## src/rtl/srl_fifo_mc_if.sv

```systemverilog
// Handshake bundle for srl_fifo_mc: per-channel write/read/flush requests and
// the FIFO's status, count and head-of-queue data, each channel in its own slice.
interface srl_fifo_mc_if #(
    parameter int DATA_WIDTH = 32,
    parameter int CHANNELS   = 2,
    parameter int CW         = 5
);
    logic [CHANNELS-1:0]            if_write;
    logic [CHANNELS*DATA_WIDTH-1:0] if_din;
    logic [CHANNELS-1:0]            if_full_n;
    logic [CHANNELS-1:0]            if_almost_full;
    logic [CHANNELS-1:0]            if_read;
    logic [CHANNELS*DATA_WIDTH-1:0] if_dout;
    logic [CHANNELS-1:0]            if_empty_n;
    logic [CHANNELS-1:0]            if_flush;
    logic [CHANNELS*CW-1:0]         if_count;

    // Producer/consumer side.
    modport master (
        output if_write, if_din, if_read, if_flush,
        input  if_full_n, if_almost_full, if_dout, if_empty_n, if_count
    );

    // FIFO side.
    modport slave (
        input  if_write, if_din, if_read, if_flush,
        output if_full_n, if_almost_full, if_dout, if_empty_n, if_count
    );
endinterface

```

## src/rtl/srl_fifo_mc.sv

```systemverilog
// Multi-channel shift-register FIFO: CHANNELS independent first-word-fall-through
// queues with registered flags, occupancy count and synchronous flush.
module srl_fifo_mc #(
    parameter int DATA_WIDTH = 32,
    parameter int DEPTH      = 16,
    parameter int CHANNELS   = 2,
    parameter int AF_MARGIN  = 2
) (
    input  logic         ap_clk,
    input  logic         ap_rst_n,
    srl_fifo_mc_if.slave fifo
);
    localparam int CW = $clog2(DEPTH + 1);
    localparam int AW = $clog2(DEPTH);

    for (genvar c = 0; c < CHANNELS; c++) begin : g_ch
        logic [DATA_WIDTH-1:0] mem [DEPTH];
        logic [CW-1:0]         count;
        logic [CW-1:0]         count_nxt;
        logic [AW-1:0]         rd_idx;
        logic                  empty_n;
        logic                  full_n;
        logic                  almost_full;
        logic                  push;
        logic                  pop;

        // Flush wins over both requests, so neither the shift nor the count moves.
        assign push = fifo.if_write[c] & full_n  & ~fifo.if_flush[c];
        assign pop  = fifo.if_read[c]  & empty_n & ~fifo.if_flush[c];

        // NOTE: storage is deliberately left out of reset; count alone decides what is valid.
        always_ff @(posedge ap_clk) begin
            if (push) begin
                mem[0] <= fifo.if_din[c*DATA_WIDTH +: DATA_WIDTH];
                for (int i = DEPTH - 1; i > 0; i--) begin
                    mem[i] <= mem[i-1];
                end
            end
        end

        // Oldest entry sits at count-1; simultaneous push/pop shifts it up while the address holds.
        assign rd_idx = AW'(count - 1'b1);
        assign fifo.if_dout[c*DATA_WIDTH +: DATA_WIDTH] = mem[rd_idx];

        // NOTE: default assignment first so every path assigns count_nxt and no latch is inferred.
        always_comb begin
            count_nxt = count;
            if (fifo.if_flush[c]) begin
                count_nxt = '0;
            end else if (push && !pop) begin
                count_nxt = count + 1'b1;
            end else if (pop && !push) begin
                count_nxt = count - 1'b1;
            end
        end

        // NOTE: non-blocking assignments keep all state updates on the same edge order-independent.
        always_ff @(posedge ap_clk or negedge ap_rst_n) begin
            if (!ap_rst_n) begin
                count       <= '0;
                empty_n     <= 1'b0;
                full_n      <= 1'b1;
                almost_full <= 1'b0;
            end else begin
                count       <= count_nxt;
                empty_n     <= (count_nxt != '0);
                full_n      <= (count_nxt != CW'(DEPTH));
                almost_full <= (count_nxt >= CW'(DEPTH - AF_MARGIN));
            end
        end

        assign fifo.if_empty_n[c]          = empty_n;
        assign fifo.if_full_n[c]           = full_n;
        assign fifo.if_almost_full[c]      = almost_full;
        assign fifo.if_count[c*CW +: CW]   = count;
    end
endmodule
```

## src/flat_wrapper.sv

```systemverilog
// flat-port wrapper written by rule: the top's interface ports become plain ports
module srl_fifo_mc_flat 
#(
    parameter int DATA_WIDTH = 32,
    parameter int DEPTH      = 16,
    parameter int CHANNELS   = 2,
    parameter int AF_MARGIN  = 2
)
  (ap_clk, ap_rst_n, fifo_if_write, fifo_if_din, fifo_if_read, fifo_if_flush, fifo_if_full_n, fifo_if_almost_full, fifo_if_dout, fifo_if_empty_n, fifo_if_count);
  srl_fifo_mc_if #(.DATA_WIDTH(DATA_WIDTH), .CHANNELS(CHANNELS)) fifo_i ();
  input  logic ap_clk;
  input  logic ap_rst_n;
  input wire logic [$bits(fifo_i.if_write)-1:0] fifo_if_write;
  input wire logic [$bits(fifo_i.if_din)-1:0] fifo_if_din;
  input wire logic [$bits(fifo_i.if_read)-1:0] fifo_if_read;
  input wire logic [$bits(fifo_i.if_flush)-1:0] fifo_if_flush;
  output wire logic [$bits(fifo_i.if_full_n)-1:0] fifo_if_full_n;
  output wire logic [$bits(fifo_i.if_almost_full)-1:0] fifo_if_almost_full;
  output wire logic [$bits(fifo_i.if_dout)-1:0] fifo_if_dout;
  output wire logic [$bits(fifo_i.if_empty_n)-1:0] fifo_if_empty_n;
  output wire logic [$bits(fifo_i.if_count)-1:0] fifo_if_count;
  assign fifo_i.if_write = fifo_if_write;
  assign fifo_i.if_din = fifo_if_din;
  assign fifo_i.if_read = fifo_if_read;
  assign fifo_i.if_flush = fifo_if_flush;
  assign fifo_if_full_n = fifo_i.if_full_n;
  assign fifo_if_almost_full = fifo_i.if_almost_full;
  assign fifo_if_dout = fifo_i.if_dout;
  assign fifo_if_empty_n = fifo_i.if_empty_n;
  assign fifo_if_count = fifo_i.if_count;
  srl_fifo_mc #(.DATA_WIDTH(DATA_WIDTH), .DEPTH(DEPTH), .CHANNELS(CHANNELS), .AF_MARGIN(AF_MARGIN)) u_core (.ap_clk(ap_clk), .ap_rst_n(ap_rst_n), .fifo(fifo_i));
endmodule
```

## config.mk

```make
export PLATFORM = sky130hd
export DESIGN_NAME = srl_fifo_mc_flat
export DESIGN_NICKNAME = d
export VERILOG_FILES = /design/src/rtl/srl_fifo_mc_if.sv /design/src/rtl/srl_fifo_mc.sv /design/src/flat_wrapper.sv
export SDC_FILE = /design/constraint.sdc
export NUM_CORES = 1
export LEC_CHECK = 0
export ABC_AREA = 1
export CORE_MARGIN = 5
export CORE_UTILIZATION = 46
export DETAILED_ROUTE_END_ITERATION = 16
export GPL_TIMING_DRIVEN = 0
export PLACE_DENSITY = 0.65
export REMOVE_ABC_BUFFERS = 1
export SYNTH_ARGS = -nofsm -noshare
export SYNTH_HDL_FRONTEND = slang
export SYNTH_SLANG_ARGS = --single-unit
```

## constraint.sdc

```tcl
create_clock -name ap_clk -period 24.6 [get_ports ap_clk]
set_input_delay 4.92 -clock ap_clk [delete_from_list [all_inputs] [get_ports ap_clk]]
set_output_delay 4.92 -clock ap_clk [all_outputs]
set_load 0.01 [all_outputs]
```

==> results.cfg <==
[run_status]
status = complete, no violations

[worst_setup_path]
path_common_cell = buf_16
critPathKind = reg -> out
r2r_start = u_core.g_ch[1].full_n
required_ps = 19680
worstRegToRegCells = 10
cpMaxStageDelayCell = dfrtp_4
cp-end-kind = output port
cp.arrival_ps = 5050
reg2reg_slack_ps = 21440
slowest_delay_ps = 580
worst-path-max-fanout = 99
cp-start-kind = flop
crit_chain = buf_16, inv_8, ha_4, buf_16, clkinv_2, buf_12, nor2_1, o21ai_0, o211ai_1, nand3_1, nand2_1, clkdlybuf4s50_1
r2r_end = u_core.g_ch[1].mem[10][4]

[timing]
rsz0062_at_grt = no
fin_setup_tns_ps = 0
slew_viol_final = 0
hold_viol = 0
fmax_mhz = 100
layout_min_cycle_time_ps = 9970
fin_crit_sh = 0.405
worst_slew_margin_rel = 0.216
worst_pin_slew_ps = 1170
fin_worst_skew_ps = 29.3
setup_viol = 0

[placement]
port_buffers = 151
place_congestion = 0.807
place_area_um2 = 44200
place.detailed.hpwl_um = 46900

[logic_synthesis]
ys_types = 26
synth_compound_area_frac = 0.127
syn_area_um2 = 41000
synth-edff-count = 1024
synth-async-reset-ratio = 0.0154
synthCells = 3058
muxShareOfSynthArea = 0
synth_top_family_by_area = compound AO/OA/AOI/OAI gates
yosysSeqAreaShare = 0.759
synth_fa_ha_area_frac = 0.00122
synth_xor_area_frac = 0.000427
synth-simple-area-share = 0.0773
synth.yosys.warnings = 0
syn_area_per_cell_um2 = 13.4
synth_ff_type = edfxtp_1
ys_ff_latch = 1040

[routing]
dr.pass1.iters = 5
drt-total-wl_um = 85400
routedWlPerCell_um = 19.4
viasPerCell = 5.72
vias = 25152
drt_iter0_drc = 2869
drc = 0
antenna_left = 0

[global_route]
grt_max_degree = 152
grt_pass1_wl_um = 137000
grt_overflow = 0
grt_use_total = 0.174
grt_antenna_before_repair = 0
grt_pass1_vias = 24959

[floorplan]
rows = 109
io_pins = 152
core-area_um2 = 88500
start_util = 0.463
die_w_um = 309
dieArea_um2 = 95200
die_h_um = 309

[clock_tree]
cts_buffer_depth = 3
htree_levels = 3
post-cts-setup-buffer-count = 0
worstSkewPairLatency_ps = 670
clkTransAtPathRegs_ps = 60
cts_resized = 0
cts.sinks = 1040
cts_root_buf = clkbuf_16
cts_tree = built
numCtsBuffers = 105
cts-hold-fix-buffers = 0

[min_path]
hold_end = u_core.g_ch[0].mem[1][21]
hp-start = u_core.g_ch[0].mem[0][21]
hp-class = reg -> reg
min_path_cells = 0

[final_layout]
final_nets = 3228
multi_input_area_um2 = 8500
final-seq-area_um2 = 31200
drive_gt1_frac = 0.0653
diodes = 0
design_area_um2 = 47400
area_growth_pct = 15.6
fill_cells = 7094

[power]
p_leak_uw = 0.0157
p_per_area_nw_per_um2 = 97.6
irDropWorstVdd_mv = 0.0549

[run]
cap_violations = 0
-- how the worst max path moves through the flow --
stage,start,to,slack [ps],depth (start not counted)
2_1_floorplan,fifo_if_write[1],u_core.g_ch[1].empty_n,-6090,7
4_1_cts,u_core.g_ch[1].count[0],fifo_if_dout[61],14500,11
3_5_place_dp,u_core.g_ch[0].count[0],fifo_if_dout[21],15230,12
3_3_place_gp,fifo_if_flush[1],u_core.g_ch[1].full_n,-13800,9
5_1_grt,u_core.g_ch[0].count[0],fifo_if_dout[25],14280,12
6_report,u_core.g_ch[0].count[0],fifo_if_dout[25],14630,12
-- per-layer routing --
metal | vias to the layer above | global-route usage | part of all wire
li1 | 11580 | - | -
met1 | 12689 | 0.257 | 0.46
met2 | 769 | 0.271 | 0.47
met3 | 114 | 0.0271 | 0.053
met4 | 0 | 0.0540 | 0.021
met5 | - | 0 | 0
-- flip-flops by register name, summed over array words and instances (netlist names) --
register / flops
u_core.g_ch.almost_full: 2
u_core.g_ch.empty_n: 2
u_core.g_ch.full_n: 2
u_core.g_ch.mem: 1024
u_core.g_ch.count: 10
-- cells by family after synthesis --
group / after synthesis
buf+inv: 309
flops: 1040
compound gates: 895
fa+ha+maj: 4
simple gates: 808
xor+xnor: 2
-- power breakdown --
part	leakage, uW	internal [uW]	switching [uW]
Combinational	0.00438	393	626
Clock	0.00156	845	657
Sequential	0.00979	2060	50.6
-- metrics by stage --
stage,total power (uW),setup slack (ps),utilization,hold slack (ps),instances
3_5_place_dp,3170,15230,0.499,427,4210
6_report,4630,14630,0.536,419,4398
4_1_cts,4690,14500,0.536,419,4398
3_3_place_gp,3240,-13800,0.485,426,4157
5_1_grt,4860,14280,0.536,432,4398
2_1_floorplan,2770,-6090,-,421,2841
-- layout by cell type, fill, tap and decap left out, drive strengths merged --
cell type | netlist | layout
nand3 | 96 | 96
nand4 | 2 | 2
o221ai | 72 | 72
nor3 | 1 | 1
clkinvlp | 0 | 3
nand3b | 2 | 2
nor2 | 593 | 593
clkinv | 1 | 46
buf | 124 | 53
clkbuf | 93 | 136
inv | 91 | 91
dfstp | 2 | 2
ha | 4 | 4
a21oi | 64 | 64
dfrtp | 14 | 14
nand2 | 114 | 114
xnor2 | 2 | 2
o211ai | 184 | 184
bufinv | 0 | 4
edfxtp | 1024 | 1024
clkdlybuf4s50 | 0 | 151
o21ai | 575 | 575
-- Yosys cell counts (all sizes together), types with 4 or more instances --
master,count,area [um^2]
edfxtp,1024,30700
nor2,593,2230
o21ai,575,2880
o211ai,184,1380
buf,124,723
nand2,114,430
nand3,96,480
clkbuf,93,349
inv,91,342
o221ai,72,631
a21oi,64,320
dfrtp,14,350
ha,4,50.1
-- critical path, delay by kind of cell, from the launching register on --
kind | cells | cell delay (ps)
compound gates | 2 | 240
fa+ha+maj | 1 | 500
buf+inv | 6 | 2490
flops | 1 | 580
simple gates | 3 | 430
-- final cells by class --
class,count,area share
flip-flops and latches,1040,0.657
repair buffers,204,0.0574
inverters,92,0.00773
clock buffers,136,0.0592
multi-input cells,1709,0.179
well taps,1165,0.0307
clock inverters,52,0.00860
Note: power is estimated with default switching activity, not from simulation.
